### src/rtl/key_encoder16_4.sv
// Debounced 16-to-4 priority encoder for piano key lines: synchronizes raw keys,
// debounces press and release of the top-priority key, and strobes each edge of valid.
module key_encoder16_4 #(
  parameter int unsigned DB_CYCLES = 4
) (
  input  logic        clk,
  input  logic        reset_n,
  input  logic [15:0] keys,
  input  logic        enable,
  output logic [3:0]  code,
  output logic        valid,
  output logic        press_pulse,
  output logic        release_pulse
);

  typedef enum logic [1:0] {IDLE, PRESS_DB, HELD, REL_DB} state_t;

  localparam logic [7:0] DB_LAST = 8'(DB_CYCLES);

  state_t      state;
  logic [15:0] keys_m;
  logic [15:0] keys_s;
  logic [7:0]  cnt;
  logic [3:0]  cand;
  logic        any;
  logic [3:0]  idx;
  logic        match_cand;
  logic        match_code;

  always_ff @(posedge clk or negedge reset_n) begin
    if (!reset_n) begin
      keys_m <= '0;
      keys_s <= '0;
    end else begin
      keys_m <= keys;
      keys_s <= keys_m;
    end
  end

  // Ascending scan so the highest set bit wins.
  always_comb begin
    idx = '0;
    for (int i = 0; i < 16; i++) begin
      if (keys_s[i]) idx = 4'(i);
    end
    any        = |keys_s;
    match_cand = enable & any & (idx == cand);
    match_code = enable & any & (idx == code);
  end

  always_ff @(posedge clk or negedge reset_n) begin
    if (!reset_n) begin
      state         <= IDLE;
      cnt           <= '0;
      cand          <= '0;
      code          <= '0;
      valid         <= 1'b0;
      press_pulse   <= 1'b0;
      release_pulse <= 1'b0;
    end else begin
      press_pulse   <= 1'b0;
      release_pulse <= 1'b0;
      case (state)
        IDLE: begin
          if (enable && any) begin
            state <= PRESS_DB;
            cand  <= idx;
            cnt   <= 8'd1;
          end
        end
        PRESS_DB: begin
          if (match_cand) begin
            if (cnt == DB_LAST) begin
              state       <= HELD;
              code        <= cand;
              valid       <= 1'b1;
              press_pulse <= 1'b1;
            end else begin
              cnt <= cnt + 8'd1;
            end
          end else begin
            state <= IDLE;
          end
        end
        HELD: begin
          if (match_code) begin
            state <= HELD;
          end else if (!enable) begin
            state         <= IDLE;
            valid         <= 1'b0;
            release_pulse <= 1'b1;
          end else begin
            state <= REL_DB;
            cnt   <= 8'd1;
          end
        end
        REL_DB: begin
          // Disabling bypasses the release debounce entirely.
          if (!enable) begin
            state         <= IDLE;
            valid         <= 1'b0;
            release_pulse <= 1'b1;
          end else if (match_code) begin
            state <= HELD;
          end else if (cnt == DB_LAST) begin
            state         <= IDLE;
            valid         <= 1'b0;
            release_pulse <= 1'b1;
          end else begin
            cnt <= cnt + 8'd1;
          end
        end
        default: state <= IDLE;
      endcase
    end
  end

endmodule

### config.mk
export PLATFORM = sky130hd
export DESIGN_NAME = key_encoder16_4
export DESIGN_NICKNAME = d
export VERILOG_FILES = /design/src/rtl/key_encoder16_4.sv
export SDC_FILE = /design/constraint.sdc
export NUM_CORES = 1
export LEC_CHECK = 0
export CORE_UTILIZATION = 44
export CTS_BUF_LIST = sky130_fd_sc_hd__clkbuf_4
export DETAILED_ROUTE_END_ITERATION = 8
export GPL_TIMING_DRIVEN = 0
export PLACE_DENSITY = 0.65
export SLEW_MARGIN = 30
export SYNTH_ARGS = -nofsm -noshare
export SYNTH_HDL_FRONTEND = slang
export SYNTH_SLANG_ARGS = --single-unit
### constraint.sdc
create_clock -name clk -period 5.9 [get_ports clk]
set_input_delay 1.18 -clock clk [delete_from_list [all_inputs] [get_ports clk]]
set_output_delay 1.18 -clock clk [all_outputs]
set_load 0.05 [all_outputs]
== Word-level counts from Yosys, hierarchy flattened ==
Cells that the tools add are included.

* Register bits after elaboration: 53
* Input port bits: 19
* Output and inout port bits: 7

* Add/sub/neg operators: 1
* Eq/ne operators: 18
* Multiplexer cells: 48
* Bitwise operators: 3
* Reductions and logical operators: 9

{| class="wikitable"
|+ Operators with widths
! cell !! number
|-
| $mux 4 || 14
|-
| $mux 8 || 7
|-
| $pmux 8 s4 || 1
|-
| $mux 2 || 8
|-
| $ne 2x2->1 const B || 8
|-
| $reduce_or 16->1 || 1
|-
| $mux 1 || 15
|-
| $ne 3x3->1 const B || 3
|-
| $add 8x1->8 const B || 1
|-
| $eq 4x4->1 || 2
|-
| $eq 8x3->1 const B || 1
|-
| $pmux 2 s4 || 1
|-
| $reduce_and 7->1 || 1
|-
| $reduce_and 3->1 || 2
|-
| $reduce_and 6->1 || 1
|-
| $eq 2x2->1 const B || 2
|-
| $ne 4x4->1 const B || 1
|-
| $and 1x1->1 || 3
|-
| $pmux 1 s3 || 1
|-
| $reduce_bool 3->1 || 1
|-
| $eq 2x1->1 const B || 1
|-
| $logic_not 2->1 || 1
|-
| $pmux 1 s2 || 1
|-
| $reduce_and 2->1 || 1
|-
| $logic_and 1x1->1 || 1
|}

== Logic depth before layout (Yosys ltp) ==
Gate-level depths: netlist of run 1.

* Word-level depth: 20
* Gate-level depth with buffers: 8
* Gate-level depth less buffers: 7

== Worst setup path after synthesis of run 1 ==
Ideal clock, no wire load.

* Path kind: input-to-reg
* Start point: input port enable
* End point: register cnt[6]
* Setup time: 124 ps
* Arrival time: 2599 ps
* Path slack: 3177 ps
* Stages: 5
* Cell sequence: nand2_1 -> a311oi_1 -> inv_1 -> and4_1 -> a211o_1

* Longest elaborated chain between the ends: 4

{| class="wikitable"
|+ Ends and longest elaborated chain
! item !! RTL line !! text
|-
| from (decl) || 9 || <nowiki>input logic enable,</nowiki>
|-
| $and 1x1->1 || 47, 48 ||
|-
| $and 1x1->1, on equally long branches || 48, 47 ||
|-
| $ne 2x2->1 (no line) || -- ||
|-
| $reduce_and 6->1 (no line) * || -- ||
|-
| to (signal assigned) || 79 || <nowiki>cnt <= cnt + 8'd1;</nowiki>
|-
| to (signal assigned) || 110 || <nowiki>cnt <= cnt + 8'd1;</nowiki>
|-
| to (decl) || 23 || <nowiki>logic [7:0] cnt;</nowiki>
|}

Every way passes the cells marked *; elsewhere a longest branch is shown, timed or not.
A chain may end at the register's enable or synchronous reset.

== Worst setup path after layout of run 1 ==
Ends and elaborated chain as after synthesis.

==> results.md, run 1 <==
* Initial antenna violation count at 0
* Most frequent cell after synthesis: dfrtp_1
* Initial DRT Pass Iterations at 4
* Hold depth at 0
* Syn_nets at 194
* CP Capture Type: register
* CP startpoint kind: primary input
* Clock Latency Late Sink at 0.37 ns
* Setup Fix Bufs, Post-CTS at 0
* Minimum hold slack at around 0.36 ns
* Via count at 1,431
* GPL Wtd Cong at 0.798
* Data arrival, critical path at approximately 3.3 ns
* CTS tree: built
* Worst setup slack for register-to-register paths at 3.16 ns
* Routed len/inst at 13.9 um
* Final instance area at 0.00266 sq mm
* Initial Util at 46.6%
* Residual DRC at 0
* Switch share at between 30% and 40%
* Post-Synthesis Cells at 173
* Internal power at between 0.5 and 0.6 mW
* Crit-path cells: clkdlybuf4s50_1 -> nand2_1 -> a311oi_2 -> inv_1 -> and4_1 -> a211o_1
* Critical R2R Launch: keys_s[13]
* Commonest cells in the netlist: dfrtp_1, nor2_1, inv_1
* Hold_sp: keys_m[1]
* Slew Limit Headroom at between 50% and 60%
* Final wirelength at 3810 um
* Maximum vdd drop at 0.201 mV
* Htree depth at 2
* Flop pwr share at between 50% and 60%
* Worst Hold End: keys_s[1]
* Final Hold Viols at 0
* Finished Core Util at roughly 55%
* Maximum fanout along the worst path at 7
* Pin count of the biggest net entering global routing at 54
* R2R depth at 7
* Skew final at between 0.01 and 0.015 ns
* CTS buffer count at 5
* Hold WC Path Type: register to register
* Synthesized area per cell at roughly 13 sq um
* # IOs at 26
* Post-synth EDFFs at 0
* Core box area at 0.00479 sq mm
* GRT overflow at 0
* Sequential area share after synthesis at 59.5%
* Worst r2r dst: cnt[0]
* Die Y at 73.2 um
* Clock power frac at 24.9%
* Placed Area at 0.00256 sq mm
* Final period utilization at 50.6%
* Fin. max-slew vios at 0
* Seq cells post-synth at 53
* Setup CP Type: primary input to register
* Family with the most delay on the worst path: buffers and inverters
* DP HPWL at 2820 um
* CTS resizes at 0
* Buffers on Ports at 25
* Largest area contributor in the netlist: dfrtp_1
* Via density at 5.24
* Synth unique cells at 57
* CP Buf/Inv Count at 2
* # nets final at around 230
* Top FF cell, synth: dfrtp_1
* Multiplexer share of the synthesized area at 5.61%
* CTS root buf: clkbuf_4
* Cell area after synthesis at 0.00223 sq mm
* # rows at 25
* Number of global-route vias before repair at 1,448
* RSZ-0062 raised after global routing: false
* Compound-Gate Fraction of Synth Area at 15.4%
* Clk sinks at 53
* Hold-fix buffers, CTS at 0
* Final setup fails at 0
* Total negative slack at 0 ns
* Crit-path max cell delay at 0.59 ns
* Async set-or-reset flop fraction in the synthesized netlist at 100%
* Max Cap Viol at 0
* Power density cells at around 310 mW/mm^2
* Die ar. at around 0.0054 sq mm
* ANT nets after route at 0
* Comb pwr share at between 20% and 30%
* First-pass GRT wire length at 6690 um
* Peak Freq at between 300 and 400 MHz
* Crit path required time at 6.17 ns
* Area growth syn-to-layout at 19.1%
* Switch Pwr at 0.261 mW
* Gr usage total at ~17%
* Status: completed
* CTS max path bufs at 2
* P_leak at 1.19 nW
* Final min period at 2.98 ns
* Die width at 73.2 um
* CTS clock-pin slew for the worst setup and hold paths at 0.15 ns
* Initial DRC count at 81
* Diodes inserted at 0
* Yosys warnings at 0
* Post-synthesis xor/xnor area fraction at under 10%
* Post-synthesis adder-cell area fraction at 1.12%
* Placed insts at 265
* Final std cells w/o fill at 273
* Worst Tran Pin Value at ~0.63 ns
* Share of layout cells above drive strength 1 at about 17%
* Simple-gate share of the synthesized area at between 10 and 15%
* Main area contributors after synthesis: dfrtp_1, mux2_4, nor2_1
* Largest family of logic cells by synthesized area: compound AO/OA/AOI/OAI gates
* Synth top area share at 59.5%
* Max stage delay cell, worst path: clkdlybuf4s50_1
-- flip-flops by register name, summed over array words and instances (netlist names) --
| name | count |
|---|---|
| state | 2 |
| code | 4 |
| keys_m | 16 |
| cnt | 8 |
| keys_s | 16 |
| press_pulse | 1 |
| valid | 1 |
| cand | 4 |
| release_pulse | 1 |
-- power groups by stage --
| stage | Clock (mW) | Sequential, mW | Combinational, mW |
|---|---|---|---|
| global placement | 0 | 0.434 | 0.189 |
| global route | 0.234 | 0.435 | 0.215 |
| CTS | 0.218 | 0.430 | 0.198 |
| detailed placement | 0 | 0.437 | 0.197 |
| floorplan | 0 | 0.462 | 0.102 |
| finish | 0.208 | 0.431 | 0.198 |
-- area by class of cell --
type | instances | area [sq um]
Fill cell | 421 | 2130
Multi-Input combinational cell | 106 | 850
Clock buffer | 5 | 37.5
Sequential cell | 53 | 1330
Timing Repair Buffer | 25 | 248
Inverter | 12 | 45.0
Clock inverter | 3 | 50.0
Buffer | 2 | 15.0
Tap cell | 67 | 83.8
-- worst max-delay path by stage --
stage / depth (start not counted) / slack (ns) / to / start
final: 6 / 2.92 / cnt[6] / enable
after CTS: 6 / 2.55 / cnt[6] / enable
after global placement: 6 / 2.15 / cnt[6] / enable
after global routing: 6 / 2.79 / cnt[6] / enable
after floorplan: 5 / 3.18 / cnt[6] / enable
after detailed placement: 6 / 2.18 / cnt[6] / enable
-- logic make-up (layout without fill, tap and decap cells) --
family | after synthesis | count (layout)
simple gates | 53 | 53
fa+ha+maj | 2 | 2
flops | 53 | 53
compound gates | 37 | 37
xor+xnor | 4 | 4
mux | 10 | 10
buf+inv | 14 | 47
-- per-stage QoR --
stage	setup WS, ns	power (mW)
after global routing	2.79	0.884
after floorplan	3.18	0.565
after CTS	2.55	0.846
after detailed placement	2.18	0.635
after global placement	2.15	0.624
final	2.92	0.836
-- layer usage --
layer	part of all wire [%]	track usage [%]	wire (um)	vias to the layer above
met4	1.6	7.41	60	0
li1	-	-	-	688
met5	0	0	0	-
met2	51	27.2	1930	43
met1	44	21.0	1660	692
met3	4.1	4.42	157	8
-- placed cells by master (no fill, tap or decap), types with 3 or more instances in the layout --
| cell type | n |
|---|---|
| dfrtp_1 | 53 |
| clkdlybuf4s50_1 | 24 |
| nor2_1 | 13 |
| inv_1 | 12 |
| nand2_1 | 7 |
| clkbuf_4 | 5 |
| mux2_2 | 4 |
| a21oi_1 | 4 |
| and3_1 | 4 |
| nand3_1 | 4 |
| mux2_4 | 4 |
| o21ai_0 | 3 |
| nor3_1 | 3 |
Power figures use the tool's default switching activity.
==> run 2: changes to the inputs <==
- PLACE_DENSITY: 0.65 -> 0.68
- clock period: 5.9 -> 2.6 ns (I/O delays scaled with it)
==> run 2 against run 1 <==
  * Clock power rose to 2.6 times the previous value
  * Setup slack got worse by 2.9 ns
  * Combinational power rose by 130%
  * Critical path depth rose by 1
  * Sequential share of layout area fell by 2.0 points
==> results.md, run 2 (synthesized netlist as in run 1, its figures left out) <==
* Clock power frac at 27.5% (was 24.9%)
* # rows at 25 (unchanged)
* Final period utilization at 99.3%
* Final Hold Viols at 0 (unchanged)
* Crit-path cells: or4_4 -> a211oi_4 -> mux2_4 -> nand3_2 -> o311ai_4 -> a31oi_4 -> mux2_2 (was clkdlybuf4s50_1 -> nand2_1 -> a311oi_2 -> inv_1 -> and4_1 -> a211o_1)
* CTS clock-pin slew for the worst setup and hold paths at 0.15 ns (about the same)
* Final min period at 2.58 ns
* Crit-path max cell delay at 0.58 ns (was 0.59 ns)
* Largest regs: keys_m (16), keys_s (16), cnt (8) (unchanged)
* First-pass GRT wire length at 6430 um (was 6690 um)
* Most common cell after layout, fill and taps aside: dfrtp_1 (unchanged)
* Residual DRC at 0 (unchanged)
* Internal power at 1.41 mW (was 0.575 mW)
* Skew final at 0.0146 ns (was 0.0141 ns)
* Htree depth at 2 (unchanged)
* Fin. max-slew vios at 0 (unchanged)
* Initial antenna violation count at 0 (unchanged)
* Status: completed (unchanged)
* Critical Path Stages at 7 (was 6)
* Multi-input logic area at 877 sq um (was 850 sq um)
* CTS buffer count at 5 (unchanged)
* Power density cells at 719 mW/mm^2 (was 315 mW/mm^2)
* Initial Util at 46.6% (unchanged)
* Max stage delay cell, worst path: or4_4 (was clkdlybuf4s50_1)
* P_leak at 1.25 nW (was 1.19 nW)
* Pin count of the biggest net entering global routing at 54 (unchanged)
* ANT nets after route at 0 (unchanged)
* Crit path required time at 2.87 ns (was 6.17 ns)
* Flop pwr share at 49.1% (was 51.5%)
* Worst r2r dst: cnt[0] (unchanged)
* Number of global-route vias before repair at 1,500 (was 1,448)
* Switch share at 28.9% (was 31.2%)
* Via density at 5.20 (was 5.24)
* Data arrival, critical path at 2.85 ns (was 3.25 ns)
* Diodes inserted at 0 (unchanged)
* Clk sinks at 53 (unchanged)
* Most frequent cells in the layout: dfrtp_1, clkdlybuf4s50_1, nor2_1, inv_1, buf_4 (was dfrtp_1, clkdlybuf4s50_1, nor2_1, inv_1, nand2_1)
* Total negative slack at 0 ns (unchanged)
* CTS root buf: clkbuf_4 (unchanged)
* Worst Tran Pin Value at 0.613 ns (was 0.629 ns)
* Clock Latency Late Sink at 0.36 ns (was 0.37 ns)
* Final instance area at 0.00277 sq mm (was 0.00266 sq mm)
* RSZ-0062 raised after global routing: true (was false)
* DP HPWL at 2670 um (was 2820 um)
* Peak Freq at 387 MHz
* Critical R2R Launch: keys_s[13] (unchanged)
* Buffers on Ports at 25 (unchanged)
* Area growth syn-to-layout at 24.1% (was 19.1%)
* Fill cells at 402 (was 421)
* Initial DRC count at 93 (was 81)
* Hold-fix buffers, CTS at 0 (unchanged)
* R2R depth at 7 (unchanged)
* Hold WC Path Type: primary input to async pin (was register to register)
* CTS tree: built (unchanged)
* Final setup fails at 0 (unchanged)
* Share of layout cells above drive strength 1 at 21.5% (was 17.0%)
* Via count at 1,461 (was 1,431)
* Switch Pwr at 0.575 mW (was 0.261 mW)
* Placed Area at 0.00256 sq mm (unchanged)
* CP Buf/Inv Count at 0 (was 2)
* # IOs at 26 (unchanged)
* Routed len/inst at 13.3 um (was 13.9 um)
* Gr usage total at 16.0% (was 16.7%)
* Max Cap Viol at 0 (unchanged)
* Core box area at 0.00479 sq mm (unchanged)
* Comb pwr share at 23.3% (was 23.6%)
* Die width at 73.2 um (unchanged)
* Total area of sequential cells at 0.00133 sq mm (about the same)
* Slew Limit Headroom at 59.1% (was 57.7%)
* Maximum vdd drop at 0.347 mV (was 0.201 mV)
* CTS max path bufs at 2 (unchanged)
* GPL Wtd Cong at 0.847 (was 0.798)
* Final wirelength at 3740 um (was 3810 um)
* GRT overflow at 0 (unchanged)
* Family with the most delay on the worst path: compound AO/OA/AOI/OAI gates (was buffers and inverters)
* CP startpoint kind: register (was primary input)
* Initial DRT Pass Iterations at 4 (unchanged)
* Die ar. at 0.00536 sq mm (unchanged)
* Worst setup slack for register-to-register paths at 0.02 ns (was 3.16 ns)
* Setup CP Type: register to register (was primary input to register)
* CP Capture Type: register (unchanged)
* Finished Core Util at 57.8% (was 55.5%)
* Die Y at 73.2 um (unchanged)
* Maximum fanout along the worst path at 6 (was 7)
* # nets final at 234 (was 226)
==> run 2: metal layers <==
layer / share of wire (%) / wire, um / up-vias / track usage [%]
li1: - / - / 705 / -
met1: 43 / 1610 / 727 / 18.4
met2: 53 / 1990 / 27 / 27.9
met3: 3.3 / 125 / 2 / 4.42
met4: 0.37 / 14 / 0 / 6.75
met5: 0 / 0 / - / 0
==> run 2: worst reg2reg max path, delay by kind of cell, from the launching register on <==
family	cells	cell delay, ns
AO/OA/AOI/OAI	3	0.92
flip-flops	1	0.44
multiplexers	2	0.47
AND/OR/NAND/NOR	2	0.68
==> run 2: timing repair <==
item / 4_1_cts / 5_1_grt
pin swaps: 1 / 5
cloned: 0 / 0
endpoints found under the setup margin: 6 / 10
resized for setup: 0 / 7
buffers inserted: 1 / 7
==> run 2: final cells by class <==
cell class,count,area share (%)
Tap cell,67,3.03
Sequential cell,53,48.0
Timing Repair Buffer,33,11.3
Clock buffer,5,1.36
Buffer,2,0.543
Inverter,12,1.63
Clock inverter,3,2.49
Multi-Input combinational cell,106,31.7
==> run 2: stage by stage <==
stage / power [mW] / std cells / hold WS (ns) / setup WS [ns]
final: 1.99 / 281 / 0.151 / 0.0186
after detailed placement: 1.43 / 265 / 0.335 / -0.398
after floorplan: 1.28 / 173 / 0.224 / 0.112
after global routing: 2.11 / 281 / 0.179 / -0.0489
after CTS: 1.99 / 274 / 0.161 / -0.0265
after global placement: 1.41 / 265 / 0.333 / -0.393
==> run 2: power by group through the flow <==
stage | Combinational, mW | Sequential [mW] | Clock [mW]
after global placement | 0.428 | 0.986 | 0
after floorplan | 0.233 | 1.05 | 0
final | 0.464 | 0.978 | 0.548
after detailed placement | 0.439 | 0.993 | 0
after CTS | 0.443 | 0.976 | 0.567
after global routing | 0.510 | 0.990 | 0.608
==> run 2: worst max path at each step <==
stage	start	endpoint	slack [ns]
2_1_floorplan	code[0]	cnt[0]	0.11
3_3_place_gp	enable	cnt[6]	-0.39
3_5_place_dp	enable	cnt[6]	-0.40
4_1_cts	keys_s[13]	cnt[0]	-0.03
5_1_grt	keys_s[13]	cnt[0]	-0.05
6_report	keys_s[13]	cnt[0]	0.02
==> run 3: changes to the inputs <==
- CAP_MARGIN: unset -> 20
- CTS_BUF_LIST: sky130_fd_sc_hd__clkbuf_4 -> sky130_fd_sc_hd__clkbuf_8 sky130_fd_sc_hd__clkbuf_16
==> run 3 against run 2 <==
  * Total power increased by 5.2%
  * Critical path type unchanged
  * Setup slack got worse by 0.0069 ns
  * Largest power group unchanged
  * Utilization increased by 0.50 points
  * Non-clock buffer count decreased by 1
  * Register-to-register slack about the same
  * Global-route usage increased by 0.12 points
  * Largest cell class unchanged
  * Combinational power about the same
==> results.md, run 3 (synthesized netlist as in run 1, its figures left out) <==
* Status: completed (unchanged)
* Clock power frac at 31.1% (was 27.5%)
* Fin. max-slew vios at 0 (unchanged)
* Internal power at 1.50 mW (was 1.41 mW)
* Htree depth at 2 (unchanged)
* Hold-fix buffers, CTS at 0 (unchanged)
* Slew Limit Headroom at 59.2% (was 59.1%)
* Max Cap Viol at 0 (unchanged)
* Crit path required time at 2.80 ns (was 2.87 ns)
* Crit-path max cell delay at 0.59 ns (was 0.58 ns)
* Initial antenna violation count at 0 (unchanged)
* Data arrival, critical path at 2.79 ns (was 2.85 ns)
* Maximum fanout along the worst path at 6 (unchanged)
* Final min period at 2.59 ns (was 2.58 ns)
* Die width at 73.2 um (unchanged)
* CTS tree: built (unchanged)
* Routed len/inst at 13.7 um (was 13.3 um)
* Switch share at 28.4% (was 28.9%)
* Finished Core Util at 58.3% (was 57.8%)
* Residual DRC at 0 (unchanged)
* Diodes inserted at 0 (unchanged)
* Final period utilization at 99.5% (was 99.3%)
* Flop pwr share at 46.7% (was 49.1%)
* CTS root buf: clkbuf_8 (was clkbuf_4)
* Most common cell after layout, fill and taps aside: dfrtp_1 (unchanged)
* Setup CP Type: register to register (unchanged)
* Clk sinks at 53 (unchanged)
* Core box area at 0.00479 sq mm (unchanged)
* Via density at 5.23 (was 5.20)
* DP HPWL at 2670 um (unchanged)
* Die ar. at 0.00536 sq mm (unchanged)
* Maximum vdd drop at 0.355 mV (was 0.347 mV)
* Comb pwr share at 22.1% (was 23.3%)
* Peak Freq at 386 MHz (was 387 MHz)
* # rows at 25 (unchanged)
* Final setup fails at 0 (unchanged)
* Final Hold Viols at 0 (unchanged)
* CTS clock-pin slew for the worst setup and hold paths at 0.10 ns (was 0.15 ns)
* Minimum hold slack at 0.218 ns (was 0.151 ns)
* # nets final at 233 (was 234)
* ANT nets after route at 0 (unchanged)
* Hold WC Path Type: primary input to async pin (unchanged)
* Initial Util at 46.6% (unchanged)
* Initial DRC count at 98 (was 93)
* R2R depth at 7 (unchanged)
* Pwr Total at 2.09 mW (was 1.99 mW)
* Number of global-route vias before repair at 1,487 (was 1,500)
* Final wirelength at 3840 um (was 3740 um)
* Placed insts at 265 (unchanged)
* Via count at 1,464 (was 1,461)
* Pin count of the biggest net entering global routing at 54 (unchanged)
* Skew final at 0.0124 ns (was 0.0146 ns)
* P_leak at 1.25 nW (about the same)
* Share of layout cells above drive strength 1 at 21.1% (was 21.5%)
* Area growth syn-to-layout at 25.1% (was 24.1%)
* Final std cells w/o fill at 280 (was 281)
* Switch Pwr at 0.594 mW (was 0.575 mW)
* First-pass GRT wire length at 6450 um (was 6430 um)
* Largest regs: keys_m (16), keys_s (16), cnt (8) (unchanged)
* # IOs at 26 (unchanged)
* Most frequent cells in the layout: dfrtp_1, clkdlybuf4s50_1, nor2_1, inv_1 (was dfrtp_1, clkdlybuf4s50_1, nor2_1, inv_1, buf_4)
* CP Capture Type: register (unchanged)
* GPL Wtd Cong at 0.847 (unchanged)
* CTS buffer count at 5 (unchanged)
* GRT overflow at 0 (unchanged)
* Max stage delay cell, worst path: or4_4 (unchanged)
* Gr usage total at 16.1% (was 16.0%)
* CTS max path bufs at 2 (unchanged)
* Initial DRT Pass Iterations at 4 (unchanged)
* Buffers on Ports at 25 (unchanged)
* Crit-path cells: or4_4 -> a211oi_4 -> mux2_4 -> nand3_2 -> o311ai_4 -> a31oi_4 -> mux2_2 (unchanged)
* Clock Latency Late Sink at 0.31 ns (was 0.36 ns)
* Total negative slack at 0 ns (unchanged)
* Worst Tran Pin Value at 0.613 ns (about the same)
* Die Y at 73.2 um (unchanged)
* Power density cells at 750 mW/mm^2 (was 719 mW/mm^2)
* RSZ-0062 raised after global routing: true (unchanged)
* CP startpoint kind: register (unchanged)
## run 3: per-stage QoR
step,setup slack [ns],instance area (sq um)
2_1_floorplan,0.112,2230
3_3_place_gp,-0.393,2560
3_5_place_dp,-0.398,2560
4_1_cts,-0.0367,2710
5_1_grt,-0.0763,2790
6_report,0.0117,2790
## run 3: power by group through the flow
| stage | registers [mW] | clock network [mW] | logic, mW |
|---|---|---|---|
| after floorplan | 1.05 | 0 | 0.233 |
| after global placement | 0.986 | 0 | 0.428 |
| after detailed placement | 0.993 | 0 | 0.439 |
| after CTS | 0.976 | 0.667 | 0.446 |
| after global routing | 0.990 | 0.705 | 0.509 |
| final | 0.978 | 0.652 | 0.463 |
## run 3: worst paths after layout
path	startpoint	end	slack (ns)
worst max-delay path	keys_s[13]	cnt[0]	0.01
worst min-delay path	reset_n	state[1]	0.22
worst max register to register	keys_s[13]	cnt[0]	0.01
worst min register to register	keys_m[0]	keys_s[0]	0.35
max in group asynchronous	reset_n	keys_s[13]	1.92
min in group clk	keys_m[0]	keys_s[0]	0.35
## run 3: layer usage
| metal | track usage [%] | up-vias | wire, um |
|---|---|---|---|
| li1 | - | 699 | - |
| met1 | 18.6 | 723 | 1630 |
| met2 | 27.6 | 38 | 2030 |
| met3 | 4.42 | 4 | 155 |
| met4 | 7.63 | 0 | 29 |
| met5 | 0 | - | 0 |
## run 3: timing repair
item,4_1_cts,5_1_grt
pin swaps,1,5
resized for setup,1,7
buffers inserted,1,6
endpoints found under the setup margin,7,10
## run 3: worst max-delay path: cells and delay by family (launching register included)
kind | cells | cell delay, ns
compound gates | 3 | 0.90
flops | 1 | 0.42
mux | 2 | 0.47
simple gates | 2 | 0.69
## run 3: cell type report
type	instances	area (sq um)
Clock buffer	5	68.8
Inverter	12	45.0
Clock inverter	3	68.8
Tap cell	67	83.8
Fill cell	391	2000
Timing Repair Buffer	32	304
Multi-Input combinational cell	106	877
Buffer	2	15.0
Sequential cell	53	1330
